**src/rtl/md_issue_ctrl.sv**
```systemverilog
// Issue controller for the multiply/divide unit in E.
// Stalls E while HI/LO are pending and blocks issue on flush.
module md_issue_ctrl #(
  parameter int unsigned MUL_CYCLES  = 4,
  parameter int unsigned DIV_CYCLES  = 9,
  parameter int unsigned DRAIN_LIMIT = 15
) (
  input  logic        clk,
  input  logic        reset,
  input  logic        e_valid,
  input  logic [2:0]  e_md_op,
  input  logic        e_is_mf,
  input  logic        flush,
  input  logic        unit_busy,
  output logic        md_start,
  output logic [2:0]  md_ctr,
  output logic        md_lock,
  output logic        stall_e,
  output logic [15:0] stall_cnt,
  output logic        md_err
);

  typedef enum logic [1:0] {
    IDLE  = 2'd0,
    RUN   = 2'd1,
    DRAIN = 2'd2
  } state_e;

  localparam logic [3:0] MUL_LD   = 4'(MUL_CYCLES - 1);
  localparam logic [3:0] DIV_LD   = 4'(DIV_CYCLES - 1);
  localparam logic [3:0] DRN_LAST = 4'(DRAIN_LIMIT - 1);
  localparam logic [2:0] CTR_NONE = 3'b110;

  state_e      state_q, state_d;
  logic [3:0]  cnt_q, cnt_d;
  logic [3:0]  dcnt_q, dcnt_d;
  logic        err_q, err_d;
  logic        idle_busy_q, idle_busy_d;
  logic [15:0] stall_cnt_q, stall_cnt_d;

  logic start_op;
  logic mt_op;
  logic md_use;
  logic hazard;

  always_comb begin
    start_op = ~e_md_op[2];
    mt_op    = e_md_op[2] & ~e_md_op[1];
    md_use   = e_valid & (start_op | mt_op | e_is_mf);
    hazard   = (state_q != IDLE) | unit_busy;
    stall_e  = md_use & hazard & ~flush;
    md_start = e_valid & start_op & ~hazard & ~flush;
    md_lock  = flush | hazard | ~e_valid;
    md_ctr   = e_valid ? e_md_op : CTR_NONE;
  end

  always_comb begin
    state_d     = state_q;
    cnt_d       = cnt_q;
    dcnt_d      = dcnt_q;
    err_d       = err_q;
    idle_busy_d = 1'b0;
    stall_cnt_d = stall_cnt_q;
    unique case (state_q)
      IDLE: begin
        if (md_start) begin
          state_d = RUN;
          cnt_d   = e_md_op[1] ? DIV_LD : MUL_LD;
        end
      end
      RUN: begin
        if (cnt_q == 4'd0) begin
          if (unit_busy) begin
            state_d = DRAIN;
            dcnt_d  = 4'd0;
          end else begin
            state_d = IDLE;
          end
        end else begin
          cnt_d = cnt_q - 4'd1;
        end
      end
      DRAIN: begin
        if (!unit_busy) begin
          state_d = IDLE;
        end else if (dcnt_q == DRN_LAST) begin
          state_d = IDLE;
          err_d   = 1'b1;
        end else begin
          dcnt_d = dcnt_q + 4'd1;
        end
      end
      default: state_d = IDLE;
    endcase
    // unit claims busy although nothing was issued to it
    idle_busy_d = (state_q == IDLE) & unit_busy & ~md_start;
    if (idle_busy_d && idle_busy_q) begin
      err_d = 1'b1;
    end
    if (stall_e && (stall_cnt_q != 16'hFFFF)) begin
      stall_cnt_d = stall_cnt_q + 16'd1;
    end
  end

  always_ff @(posedge clk or negedge reset) begin
    if (!reset) begin
      state_q     <= IDLE;
      cnt_q       <= 4'd0;
      dcnt_q      <= 4'd0;
      err_q       <= 1'b0;
      idle_busy_q <= 1'b0;
      stall_cnt_q <= 16'd0;
    end else begin
      state_q     <= state_d;
      cnt_q       <= cnt_d;
      dcnt_q      <= dcnt_d;
      err_q       <= err_d;
      idle_busy_q <= idle_busy_d;
      stall_cnt_q <= stall_cnt_d;
    end
  end

  assign stall_cnt = stall_cnt_q;
  assign md_err    = err_q;

endmodule

```
**config.mk**
```make
export PLATFORM = sky130hd
export DESIGN_NAME = md_issue_ctrl
export DESIGN_NICKNAME = d
export VERILOG_FILES = /design/src/rtl/md_issue_ctrl.sv
export SDC_FILE = /design/constraint.sdc
export NUM_CORES = 1
export LEC_CHECK = 0
export ABC_AREA = 1
export CAP_MARGIN = 25
export CORE_MARGIN = 5
export CORE_UTILIZATION = 25
export CTS_BUF_LIST = sky130_fd_sc_hd__clkbuf_4 sky130_fd_sc_hd__clkbuf_8
export CTS_CLUSTER_SIZE = 10
export DETAILED_ROUTE_END_ITERATION = 6
export REMOVE_ABC_BUFFERS = 1
export SLEW_MARGIN = 10
export SYNTH_ARGS = -nofsm -noshare
export SYNTH_HDL_FRONTEND = slang
export SYNTH_SLANG_ARGS = --single-unit
```
**constraint.sdc**
```tcl
create_clock -name clk -period 3.85 [get_ports clk]
set_input_delay 0.77 -clock clk [delete_from_list [all_inputs] [get_ports clk]]
set_output_delay 0.77 -clock clk [all_outputs]
set_load 0.02 [all_outputs]
```
After elaboration in Yosys (flattened, before gate mapping)
Cells that the tools add are included.
{"block": "totals", "reg_bits": 28, "in_bits": 9, "out_inout_bits": 23, "wordCells": 74}
{"block": "classes", "addsub": 3, "n_eq_ne": 11, "n_mux": 20, "n_bitwise": 20, "reduce_logical": 14}
{"operator": "2-to-1 mux 4 bit", "n": 7}
{"operator": "adder 16 x 1 -> 16 bit, second input constant", "n": 1}
{"operator": "!= test 16 bit, second input constant", "n": 1}
{"operator": "one-hot mux 4 bit (2 select lines)", "n": 2}
{"operator": "!= test 2 bit, second input constant", "n": 6}
{"operator": "nonzero test 2 bit", "n": 6}
{"operator": "2-to-1 mux 2 bit", "n": 5}
{"operator": "AND 1 bit", "n": 9}
{"operator": "AND reduction 3 bit", "n": 3}
{"operator": "NOT 1 bit", "n": 6}
{"operator": "one-hot mux 2 bit (3 select lines)", "n": 1}
{"operator": "OR 1 bit", "n": 5}
{"operator": "AND reduction 5 bit", "n": 1}
{"operator": "adder 4 x 1 -> 4 bit, second input constant", "n": 1}
{"operator": "== test 4 bit, second input constant", "n": 1}
{"operator": "logical NOT 4 bit", "n": 1}
{"operator": "2-to-1 mux 1 bit", "n": 4}
{"operator": "subtractor 4 x 1 -> 4 bit, second input constant", "n": 1}
{"operator": "2-to-1 mux 3 bit", "n": 1}
{"operator": "!= test 3 bit, second input constant", "n": 1}
{"operator": "== test 2 x 1 -> 1 bit, second input constant", "n": 1}
{"operator": "== test 2 bit, second input constant", "n": 1}
{"operator": "logical AND 1 bit", "n": 2}
{"operator": "logical NOT 2 bit", "n": 1}

Depth between registers and ports, before layout
{"block": "logic_depth", "word_depth": 10, "depth_mapped": 9, "ltp_nobuf": 9}

Worst setup path after synthesis
Ideal clock, no wire load.
{"block": "synth_timing", "kind": "input -> output", "start": "in unit_busy", "end": "out stall_e", "arrival_ns": 1.256, "required_time_ns": 3.080, "setup_slack_ns": 1.824, "stages": 4, "n_path_buf": 0, "cell_sequence": "inv_1 nand3_1 nand3_1 nor2_1"}
{"block": "synth_via", "elab_chain_len": 3}
{"item": "start: declaration", "line_no": "14", "text": "input logic unit_busy,"}
{"item": "OR 1 bit", "line_no": "50", "text": "hazard = (state_q != IDLE) | unit_busy;"}
{"item": "AND 1 bit (2 in a row)", "line_no": "51", "text": "stall_e = md_use & hazard & ~flush;"}
{"item": "end: declaration", "line_no": "18", "text": "output logic stall_e,"}
No other way between the ends.

Final worst setup path
{"block": "layout_timing", "start": "in e_valid", "end": "out md_start"}
{"block": "layout_via", "elab_chain_len": 3}
{"item": "start: declaration", "line_no": "10", "text": "input logic e_valid,"}
{"item": "AND 1 bit (3 in a row)", "line_no": "52", "text": "md_start = e_valid & start_op & ~hazard & ~flush;"}
{"item": "end: declaration", "line_no": "15", "text": "output logic md_start,"}
No other way between the ends.

==> run summary <==
outcome = finished clean
WL/cell = 10.6 µm
row count = 30
CTS tree = yes
Clk pin slew, worst setup/hold paths = 0.10 ns
Critical Path AT = 2.22 ns
# diodes = 0
Crit path required time = 3.08 ns
Comb power frac = 41.5%
FF+latch area = 701 µm²
skew final = 0.00160 ns
RSZ-0062 raised after global routing = no
Mapped Cells = 247
commonest non-fill, non-tap cell in the layout = nand2_1
Setup-failing EPs final = 0
Clock Tree Root = clkbuf_8
routed vias = 1621
Fin. Hold Viols = 0
chip width = 94.1 µm
post_cts resized = 0
Multi-input gate area = 927 µm²
crit share post-route = 77.8%
Pre-antenna DRT Iters = 4
grt ovf = 0
Slew Limit Headroom = 66.4%
Leak = 0.00103 µW
DP HPWL = 3030 µm
Worst setup EP type = output port
measured slew at the worst slew-check pin = 0.503 ns
Post-Route WL = 3990 µm
chip height = 94.1 µm
CTS buffer count = 3
routability congestion estimate = 0.808
Max Buffers Root-to-Sink = 2
dpl ws = 0.851 ns
Layout Area Growth over Synthesis = 28.0%
fmax = 334 MHz
maximum VDD drop = 0.000302 V
sequential share of the synthesized area = 39.7%
H-tree levels = 1
GRT Resource Usage Total = 9.71%
Routed Antenna Nets = 0
Synth area leaders = dfrtp_1 (40%), nand2_1 (20%), inv_1 (6.2%), nand3_1 (5.9%), o21ai_2 (4.0%)
initial antenna violation count = 0
Max FO, Critical Path = 7
Net count, final = 297
warnings from Yosys = 0
Internal Pwr Total = 717 µW
I/O Buffers = 31
# DRC = 0
cell area power density = 530 mW/mm²
kind of critical path = in -> out
Cell Area, Synth = 0.00177 mm²
Synth top area share = 39.7%
largest net degree at the start of global routing = 29
Flop pwr share = 38.7%
clock group share of total power = 19.9%
Clock Latency Late Sink = 0.28 ns
crit start category = primary input
via count of the first global-routing pass = 1693
area leader, netlist = dfrtp_1
hold buffer count at CTS = 0
Slew Limit Fails = 0
first-pass GRT wire length = 7160 µm
most frequent cells in the layout = nand2_1 (93), clkdlybuf4s50_1 (31), inv_1 (29)
worst hold path class = reg -> reg
MaxCap Viol Count = 0
share of cells above drive strength 1 = 10.3%
clock sink count = 28
Via density = 4.29
Filler cells = 749
count of cell types in the netlist = 20
#FFs+latches synth = 28
post-layout worst setup margin = 0.856 ns
setup TNS = 0 ns
IO Pins = 32
Final min period = 2.99 ns
net switching power = 480 µW
Initial Util = 25.9%
initial drt markers = 68
Sw Ratio = 40.1%
die area = 0.00885 mm²
Setup Buffers After CTS = 0
total core area = 0.00683 mm²
Mapped Avg Cell Area = 7.15 µm²
cell type report:
| class | count | share of cell area (%) |
|---|---|---|
| Clock buffer | 3 | 1.83 |
| Inverter | 31 | 5.15 |
| Multi-Input combinational cell | 186 | 41.0 |
| Tap cell | 96 | 5.31 |
| Sequential cell | 28 | 31.0 |
| Timing Repair Buffer | 33 | 14.4 |
| Clock inverter | 1 | 1.33 |
power groups by stage:
stage | registers, µW | clock network (µW) | logic, µW
final | 463 | 238 | 496
after detailed placement | 470 | 0 | 501
after global placement | 470 | 0 | 490
after global routing | 478 | 256 | 570
after CTS | 465 | 244 | 504
after floorplan | 501 | 0 | 281
sequential cells by signal (all words and copies together) (netlist names):
| name | count |
|---|---|
| cnt_q | 4 |
| stall_cnt | 16 |
| md_err | 1 |
| idle_busy_q | 1 |
| state_q | 2 |
| dcnt_q | 4 |
critical path, cell delays in order:
cell and delay [ns]:
clkdlybuf4s50_1 0.59, nand4_1 0.19, inv_1 0.08, clkdlybuf4s50_1 0.60
synth_stat cells (all sizes together):
master,instances
or2,4
a21oi,4
buf,2
nor2,23
o21ai,19
nand2,98
nand4,8
dfrtp,28
inv,31
ha,5
xor2,4
nand3,21
through the flow:
stage / power (µW) / util, % / hold WS, ns / std cells / cell area [µm²]
floorplan: 781 / - / 0.474 / 245 / 1740
global placement: 960 / 32.1 / 0.458 / 374 / 2190
detailed placement: 971 / 32.1 / 0.456 / 374 / 2190
CTS: 1210 / 33.1 / 0.481 / 378 / 2260
global route: 1300 / 33.1 / 0.514 / 378 / 2260
finish: 1200 / 33.1 / 0.473 / 378 / 2260
per-layer routing:
metal / share of wire, % / global-route usage [%]
met1: 48 / 11.9
met4: 0.28 / 1.56
met2: 45 / 16.9
met3: 6.8 / 2.96
met5: 0 / 0
cell families (layout without fill, tap and decap cells):
| kind of cell | Yosys count | after routing | share of synthesized area (%) |
|---|---|---|---|
| xor gates and xnor gates | 4 | 4 | 1.98 |
| adders and majority gates | 5 | 5 | 3.54 |
| buffers and inverters | 33 | 68 | 7.86 |
| and+or+nand+nor | 154 | 154 | 38.7 |
| DFF | 28 | 28 | 39.7 |
| AOI/OAI and AO/OA | 23 | 23 | 8.22 |
path summary, 6_finish.rpt:
path | slack (ns) | endpoint | depth (start not counted) | start
setup reg to reg | 1.90 | stall_cnt[9] | 9 | stall_cnt[0]
hold reg to reg | 0.47 | md_err | 1 | md_err
max in group asynchronous | 2.71 | md_err | 2 | reset
min in group asynchronous | 0.86 | stall_cnt[7] | 2 | reset
hold / removal | 0.47 | md_err | 1 | md_err
setup / recovery | 0.86 | md_start | 4 | e_valid
Power figures use the tool's default switching activity.
==> variant, RTL diff (config.mk and constraints unchanged) <==
Reset style: synchronous (`reset`), changed in one clocked block.
--- a/src/rtl/md_issue_ctrl.sv
+++ b/src/rtl/md_issue_ctrl.sv
@@ -102,7 +102,7 @@
     end
   end
 
-  always_ff @(posedge clk or negedge reset) begin
+  always_ff @(posedge clk) begin
     if (!reset) begin
       state_q     <= IDLE;
       cnt_q       <= 4'd0;
Formal check against the unedited RTL: differs if reset is asserted again (counterexample within 4 cycles, from zero or initial values and one cycle with reset low); with reset held inactive, the same outputs for 10 cycles.
==> variant against the original RTL <==
  * Setup slack lost 170 ps
  * Sequential cell count did not move
  * Sequential share of layout area is 4.2 points lower
  * Wire length decreased by 7.8%
  * Global-route usage decreased by 0.60 points
  * Count of clock-buffer cells in the layout is the same
  * Synthesized cell count is 5.7% higher
  * Final area is 7.5% lower
  * Register-to-register slack better by 250 ps
  * Synthesized area down 7.4%
Power is not compared: it rests on default switching activity, and its combinational part moved more than twofold at a synthesized area within 25%.
==> variant: results (changes against the original RTL) <==
Placement
  – Dpl cell area: 2020 um2 (-7.8%)
  – DPL Wire Length: 2.81 mm (-7.2%)
  – GPL Wtd Cong: 0.763 (-5.5%)

Cells and area
  – Number of antenna diodes: 0 (unchanged)
  – Nets: 307 (+3.4%)
  – FILL cells: 694 (-7.3%)
  – Fraction of layout cells with a size suffix above 1: 5.12% (-5.2 points)

GRT
  – Total track usage: 9.11% (-0.60 points)
  – Largest net degree at the start of global routing: 18 (-38%)
  – First-pass GRT wire length: 6.33 mm (-12%)
  – Number of global-route vias before repair: 1392 (-18%)
  – Initial antenna violation count: 0 (unchanged)

Yosys
  – Async set or reset register ratio after synthesis: 0% (-100 points)
  – Sequential fraction of the synthesis area: 34.3% (-5.4 points)
  – Commonest cells in the netlist: nand2_1 (77), nor2_1 (45), inv_1 (32)
  – Synth Warn #: 0 (unchanged)
  – Netlist cell types: 24 (+20%)
  – Synth top area cells: dfxtp_1 (34%), nand2_1 (18%), nor2_1 (10%), inv_1 (7.3%), a21oi_1 (5.2%)

Setup path
  – Critical-path maximum fanout: 4 (-3)
  – Slowest stage delay, CP: 640 ps (+40 ps)
  – RR Startpoint: stall_cnt[0]$_SDFFE_PN0P_
  – Critical-path top delay cell: clkdlybuf4s50_1
  – CP arrival: 2390 ps (+170 ps)

Clock network
  – Clock latency on the worst-skew pair: 280 ps (about the same)
  – H-tree Lvls: 1 (unchanged)
  – Gates resized, CTS repair: 0 (unchanged)

Routing
  – Met2 WL: 1.68 mm (-5.7%)
  – Routed WL per cell: 9.95 um (-5.8%)
  – Top routing layer used: met4
  – Drt first-iter violations: 88 (+29%)
  – Routed met1 length: 1.72 mm (-11%)
  – Routed wl met3: 241 um (-12%)
  – Avg Vias per Cell: 4.35 (+1.5%)
  – First-pass DRT Iterations: 4 (unchanged)

Min path
  – Min-delay src: idle_busy_q$_SDFF_PN0_

Run status
  – Status: finished, final reports clean

Timing
  – Worst-Margin Slew: 417 ps (-86.4 ps)
  – Worst Skew: 9.29 ps (+7.69 ps)

Pwr
  – Sequential fraction of design power: 49.8%
  – Net Sw Frac: 23.2%
## variant: cell families (layout without fill, tap and decap cells)
logic type               count (synthesis)  in the layout  synth area share (%)
AO/OA/AOI/OAI                           30             30                  9.87
adder cells (fa/ha/maj)                  4              4                  3.06
flip-flops                              28             28                  34.3
buffers and inverters                   38             70                  9.64
AND/OR/NAND/NOR                        155            155                  39.9
XOR/XNOR                                 6              6                  3.21
## variant: per-layer routing
layer  vias to the layer above  track usage (%)
met5                         -                0
met4                         0             2.57
met3                         4             2.67
met2                        33             15.1
met1                       690             11.5
li1                        883                -
## variant: metrics by stage
step           power [W]  utilization [%]  setup slack [ps]  cells
2_1_floorplan   0.000337                -              1680    257
3_3_place_gp    0.000365             31.8               659    366
3_5_place_dp    0.000365             31.8               663    366
4_1_cts         0.000608             32.9               662    370
5_1_grt         0.000624             32.9               562    370
6_report        0.000598             32.9               687    370
## variant: area by class of cell
class                   instances  area share, %
flip-flops and latches         28           26.8
clock buffers                   3           1.97
well taps                      77           4.61
multi-input cells             195           43.9
clock inverters                 1           1.44
inverters                      34           6.10
repair buffers                 32           15.2
## variant: final timing paths
kind	end	slack, ps	cells after the start
setup / recovery	stall_e	690	6
hold / removal	md_err$_SDFFE_PN0P_	470	2
setup reg to reg	stall_cnt[4]$_SDFFE_PN0P_	2150	9
hold reg to reg	md_err$_SDFFE_PN0P_	470	2
## variant: critical path: cells and delay by family
kind / cells / cell delay (ps)
simple gates: 2 / 250
buf+inv: 4 / 1370
## variant: power by group through the flow
stage	clock network [W]	registers, W	logic [W]
3_5_place_dp	0	0.000305	0.0000603
3_3_place_gp	0	0.000305	0.0000600
4_1_cts	0.000250	0.000298	0.0000605
2_1_floorplan	0	0.000306	0.0000303
6_report	0.000240	0.000298	0.0000595
5_1_grt	0.000258	0.000299	0.0000671
